### src/rtl/stopwatch_lap_ctrl.sv
// Stopwatch control unit: STOP/RUN/CLEAR/VIEW state machine, elapsed-time
// tick counter and a reviewable lap buffer. o_time is a raw tick count
// that the display formatter splits into min/sec/centisec.
module stopwatch_lap_ctrl #(
    parameter int CNT_W         = 22,
    parameter int CNT_MAX       = 359999,
    parameter int LAP_AW        = 2,
    parameter int LAP_OVERWRITE = 0
) (
    input  logic              clk,
    input  logic              reset,
    input  logic              i_tick,
    input  logic              i_btn_run,
    input  logic              i_btn_clear,
    input  logic              i_btn_lap,
    output logic              o_run,
    output logic              o_clear,
    output logic              o_lap_view,
    output logic [CNT_W-1:0]  o_time,
    output logic [LAP_AW-1:0] o_lap_idx,
    output logic [LAP_AW:0]   o_lap_count,
    output logic              o_lap_full
);

    localparam int LAP_DEPTH = 2 ** LAP_AW;

    typedef enum logic [1:0] {
        ST_STOP  = 2'd0,
        ST_RUN   = 2'd1,
        ST_CLEAR = 2'd2,
        ST_VIEW  = 2'd3
    } state_t;

    state_t            r_state;
    state_t            w_state_next;
    logic [CNT_W-1:0]  r_cnt;
    logic [LAP_AW:0]   r_lap_count;
    logic [LAP_AW-1:0] r_wr_ptr;
    logic [LAP_AW-1:0] r_view_idx;
    logic [CNT_W-1:0]  r_mem [LAP_DEPTH];

    // Only the highest-priority button of a cycle is acted on: run > clear > lap.
    logic w_run, w_clear, w_lap;
    assign w_run   = i_btn_run;
    assign w_clear = i_btn_clear & ~i_btn_run;
    assign w_lap   = i_btn_lap & ~i_btn_run & ~i_btn_clear;

    logic w_full, w_has_laps, w_lap_wr, w_idx_last;
    assign w_full     = (r_lap_count == (LAP_AW + 1)'(LAP_DEPTH));
    assign w_has_laps = (r_lap_count != '0);
    // A lap press in RUN stores the counter unless the buffer is full and
    // configured to drop new laps.
    assign w_lap_wr   = (r_state == ST_RUN) && w_lap && (!w_full || (LAP_OVERWRITE != 0));
    assign w_idx_last = ((LAP_AW + 1)'(r_view_idx) == r_lap_count - 1'b1);

    // Oldest lap sits at wr_ptr once a circular buffer has wrapped, else at 0.
    logic [LAP_AW-1:0] w_base, w_phys;
    assign w_base = (w_full && (LAP_OVERWRITE != 0)) ? r_wr_ptr : '0;
    assign w_phys = w_base + r_view_idx;

    // State register.
    always_ff @(posedge clk) begin
        // NOTE: sequential state uses non-blocking assignments so every register
        // samples the pre-edge values, independent of block ordering.
        if (reset) r_state <= ST_STOP;
        else       r_state <= w_state_next;
    end

    // Next-state decode from the prioritised buttons.
    always_comb begin
        // NOTE: default first so no path leaves w_state_next unassigned (no latch).
        w_state_next = r_state;
        case (r_state)
            ST_STOP: begin
                if (w_run)                    w_state_next = ST_RUN;
                else if (w_clear)             w_state_next = ST_CLEAR;
                else if (w_lap && w_has_laps) w_state_next = ST_VIEW;
            end
            ST_RUN: begin
                if (w_run) w_state_next = ST_STOP;
            end
            ST_CLEAR: w_state_next = ST_STOP;
            ST_VIEW: begin
                if (w_run || w_clear) w_state_next = ST_STOP;
            end
            default: w_state_next = ST_STOP;
        endcase
    end

    // Elapsed-time counter, lap bookkeeping and view index.
    always_ff @(posedge clk) begin
        if (reset) begin
            r_cnt       <= '0;
            r_lap_count <= '0;
            r_wr_ptr    <= '0;
            r_view_idx  <= '0;
        end else begin
            if (r_state == ST_CLEAR) begin
                r_cnt <= '0;
            end else if (r_state == ST_RUN && i_tick) begin
                r_cnt <= (r_cnt == CNT_W'(CNT_MAX)) ? '0 : r_cnt + 1'b1;
            end

            if (r_state == ST_CLEAR) begin
                r_lap_count <= '0;
                r_wr_ptr    <= '0;
            end else if (w_lap_wr) begin
                r_wr_ptr <= r_wr_ptr + 1'b1;
                if (!w_full) r_lap_count <= r_lap_count + 1'b1;
            end

            // Index restarts at 0 whenever VIEW is entered or left.
            if (r_state != ST_VIEW || w_state_next != ST_VIEW) begin
                r_view_idx <= '0;
            end else if (w_lap) begin
                r_view_idx <= w_idx_last ? '0 : r_view_idx + 1'b1;
            end
        end
    end

    // Lap storage; the counter value before any same-cycle increment is stored.
    always_ff @(posedge clk) begin
        // NOTE: the lap entries are reset explicitly so a VIEW never shows stale
        // data after reset; this keeps the buffer in flops rather than a RAM macro.
        if (reset) begin
            for (int i = 0; i < LAP_DEPTH; i++) r_mem[i] <= '0;
        end else if (w_lap_wr) begin
            r_mem[r_wr_ptr] <= r_cnt;
        end
    end

    assign o_run       = (r_state == ST_RUN);
    assign o_clear     = (r_state == ST_CLEAR);
    assign o_lap_view  = (r_state == ST_VIEW);
    assign o_time      = (r_state == ST_VIEW) ? r_mem[w_phys] : r_cnt;
    assign o_lap_idx   = (r_state == ST_VIEW) ? r_view_idx : '0;
    assign o_lap_count = r_lap_count;
    assign o_lap_full  = w_full;

endmodule

### config.mk
export PLATFORM = sky130hd
export DESIGN_NAME = stopwatch_lap_ctrl
export DESIGN_NICKNAME = d
export VERILOG_FILES = /design/src/rtl/stopwatch_lap_ctrl.sv
export SDC_FILE = /design/constraint.sdc
export NUM_CORES = 1
export LEC_CHECK = 0
export CELL_PAD_IN_SITES_DETAIL_PLACEMENT = 1
export CELL_PAD_IN_SITES_GLOBAL_PLACEMENT = 1
export CORE_MARGIN = 1.5
export CORE_UTILIZATION = 25
export CTS_BUF_LIST = sky130_fd_sc_hd__clkbuf_4 sky130_fd_sc_hd__clkbuf_8
export DETAILED_ROUTE_END_ITERATION = 16
export PLACE_DENSITY = 0.52
export SLEW_MARGIN = 10
export SYNTH_ARGS = -nofsm -noshare
export SYNTH_HDL_FRONTEND = slang
export SYNTH_SLANG_ARGS = --single-unit
### constraint.sdc
create_clock -name clk -period 4.65 [get_ports clk]
set_input_delay 1.1625 -clock clk [delete_from_list [all_inputs] [get_ports clk]]
set_output_delay 1.1625 -clock clk [all_outputs]
set_load 0.005 [all_outputs]
==> out/qor.csv <==
metric,value,unit
run_status,"finished, final reports clean",
num_io_pins,37,
firstDrtPassIters,4,
nets,487,
cts_resized,0,
critPathMaxFanout,22,
clkSinkCount,121,
max_freq,0.271,GHz
relSlewSlack,62.8,%
power.leakage,2.36,nW
die_area,24000,µm²
r2r_cells,5,
via_count,3570,
synthesis.nets,453,
pwr-share-clk,40.0,%
grt_setup_unrepaired,false,
place_area,6440,µm²
grt_pass1_vias,3855,
required,3.49,ns
syn_area,5760,µm²
h-tree-depth,4,
final_common_cell,edfxtp_1,
gp_congestion,0.713,
cts.path.max_buffers,2,
r2r_slack,1.84,ns
initial_core_util,25.4,%
overflow,0,
vdd_drop_max,153,µV
finalHoldViolCount,0,
r2r-end,r_mem[2][21],
cp.arrival,2.53,ns
worst_slew_pin_slew,0.557,ns
min_period_over_period,79.5,%
ys_warn_count,0,
dp_hpwl,9350,µm
cts_hold_buf,0,
fillCellCount,2434,
ys_seq_area_share,57.3,%
syn_area_per_cell,13.0,µm²
placed_cells,743,
power,2.15,mW
cts_buffers,17,
finalSetupTns,0,ns
final_area,6790,µm²
min_period,3.70,ns
layout_common_cells,"edfxtp_1, and2_1, clkdlybuf4s50_1, dfxtp_1, mux4_2",
syn_to_final_growth,17.9,%
std_cell_rows,55,
root_buffer,clkbuf_8,
ant_nets,0,
totalWireLength,14300,µm
via_per_inst,4.61,
maxSlewViolCount,0,
grt_pass1_wl,22600,µm
core,22600,µm²
die_h,155,µm
p_sw,0.465,mW
drtIter0Drc,134,
wl_per_cell,18.5,µm
hp-class,flop to flop,
layout-drive-gt1-share,20.2,%
antenna_found_initial,0,
finalSetupViolCount,0,
fin_ws,0.954,ns
crit_type,flop to output port,
critPathCaptureType,output port,
worst_hold_path.endpoint,r_cnt[1],
synth_seq_cells,121,
holdPathStages,2,
r2r_start,r_state[0],
p_int,1.69,mW
grt_max_degree,24,
track_usage,12.7,%
cp-start-kind,flop,
insertion_delay,0.44,ns
post_cts_buffers,0,
cts.reportedPaths.clkPinSlew,0.07,ns
dp_slack,0.791,ns
seqPwrFrac,55.9,%
swShare,21.6,%
skew,0.00686,ns
finalNonFillerCells,775,
io_buffers,36,
syn_inst,443,
fp.dieW,155,µm
whs,0.574,ns
min_from,r_cnt[1],
p_per_area,317,nW/µm²
synth_cell_types,44,
final_util,30.0,%
cts_tree,done,
pwr-share-comb,4.0,%
n_antenna_cell,0,
drc,0,
cap_violations,0,
## power by group through the flow
stage / combinational [mW] / sequential [mW] / clock (mW)
after floorplan: 0.0540 / 1.22 / 0
after global placement: 0.0876 / 1.23 / 0
after detailed placement: 0.0889 / 1.23 / 0
after CTS: 0.0892 / 1.21 / 0.888
after global routing: 0.0949 / 1.21 / 0.929
final: 0.0868 / 1.20 / 0.862
## flip-flops by register name, summed over array words and instances (netlist names), named ones only
register,flops
r_cnt,22
r_state,2
r_wr_ptr,2
r_view_idx,2
o_lap_count,3
r_mem,88
## worst max path at each step
stage | slack [ns] | startpoint | endpoint
floorplan | 0.73 | i_btn_run | r_mem[0][0]
global placement | 0.89 | i_btn_run | r_mem[2][14]
detailed placement | 0.79 | i_btn_run | r_mem[2][16]
CTS | 0.89 | flop | o_time[21]
global route | 0.79 | flop | o_time[21]
finish | 0.95 | flop | o_time[21]
## synth_stat cells (all sizes together)
cell	instances	area share [%]
mux2	20	3.9
and2	88	9.6
nor2	20	1.3
a21oi	14	1.3
o21ai	11	0.96
and4	3	0.46
xnor2	5	0.76
or2	2	0.22
nand4	10	1.3
nor3	3	0.26
inv	9	0.59
mux2i	1	0.17
or4	6	0.85
nor3b	1	0.33
mux4	22	8.6
clkbuf	19	1.3
ha	4	0.87
nand2b	1	0.11
and3	5	0.54
nand3	12	1.1
and4b	1	0.17
nor4	2	0.74
xor2	13	2.0
nor2b	3	0.33
o31ai	8	1.0
o311a	1	0.17
or3	6	0.67
nand2	13	0.85
nor4b	2	0.30
buf	15	1.6
edfxtp	88	46
a31oi	1	0.11
dfxtp	33	11
o31a	1	0.15
## cell type report
class,count,area [µm²],share of cell area [%]
tap,285,357,5.25
inverter,9,33.8,0.497
clock buffer,18,241,3.55
multi-input combinational,279,2290,33.7
clock inverter,14,113,1.66
timing repair buffer,49,458,6.74
sequential,121,3300,48.6
## metal layers
| metal | vias up | part of all wire [%] | track usage (%) |
|---|---|---|---|
| met5 | - | 0 | 0 |
| met4 | 0 | 1.6 | 5.17 |
| met3 | 20 | 3.6 | 2.80 |
| met2 | 79 | 48 | 20.9 |
| met1 | 1794 | 47 | 16.3 |
| li1 | 1677 | - | - |
## critical path: stages, from the launching register on
cell and delay, ns:
dfxtp_1 0.32, buf_4 0.42, mux4_2 0.58, mux2_2 0.31, clkdlybuf4s50_1 0.46
## cells by family (layout without fill, tap and decap cells)
| group | after synthesis | after routing | share of synthesized area, % |
|---|---|---|---|
| flops | 121 | 121 | 57.3 |
| buf+inv | 43 | 90 | 3.41 |
| fa+ha+maj | 4 | 4 | 0.869 |
| mux | 43 | 43 | 12.7 |
| compound gates | 36 | 36 | 3.71 |
| simple gates | 178 | 178 | 19.2 |
| xor+xnor | 18 | 18 | 2.74 |
No activity file was read; power rests on OpenSTA's default activity.
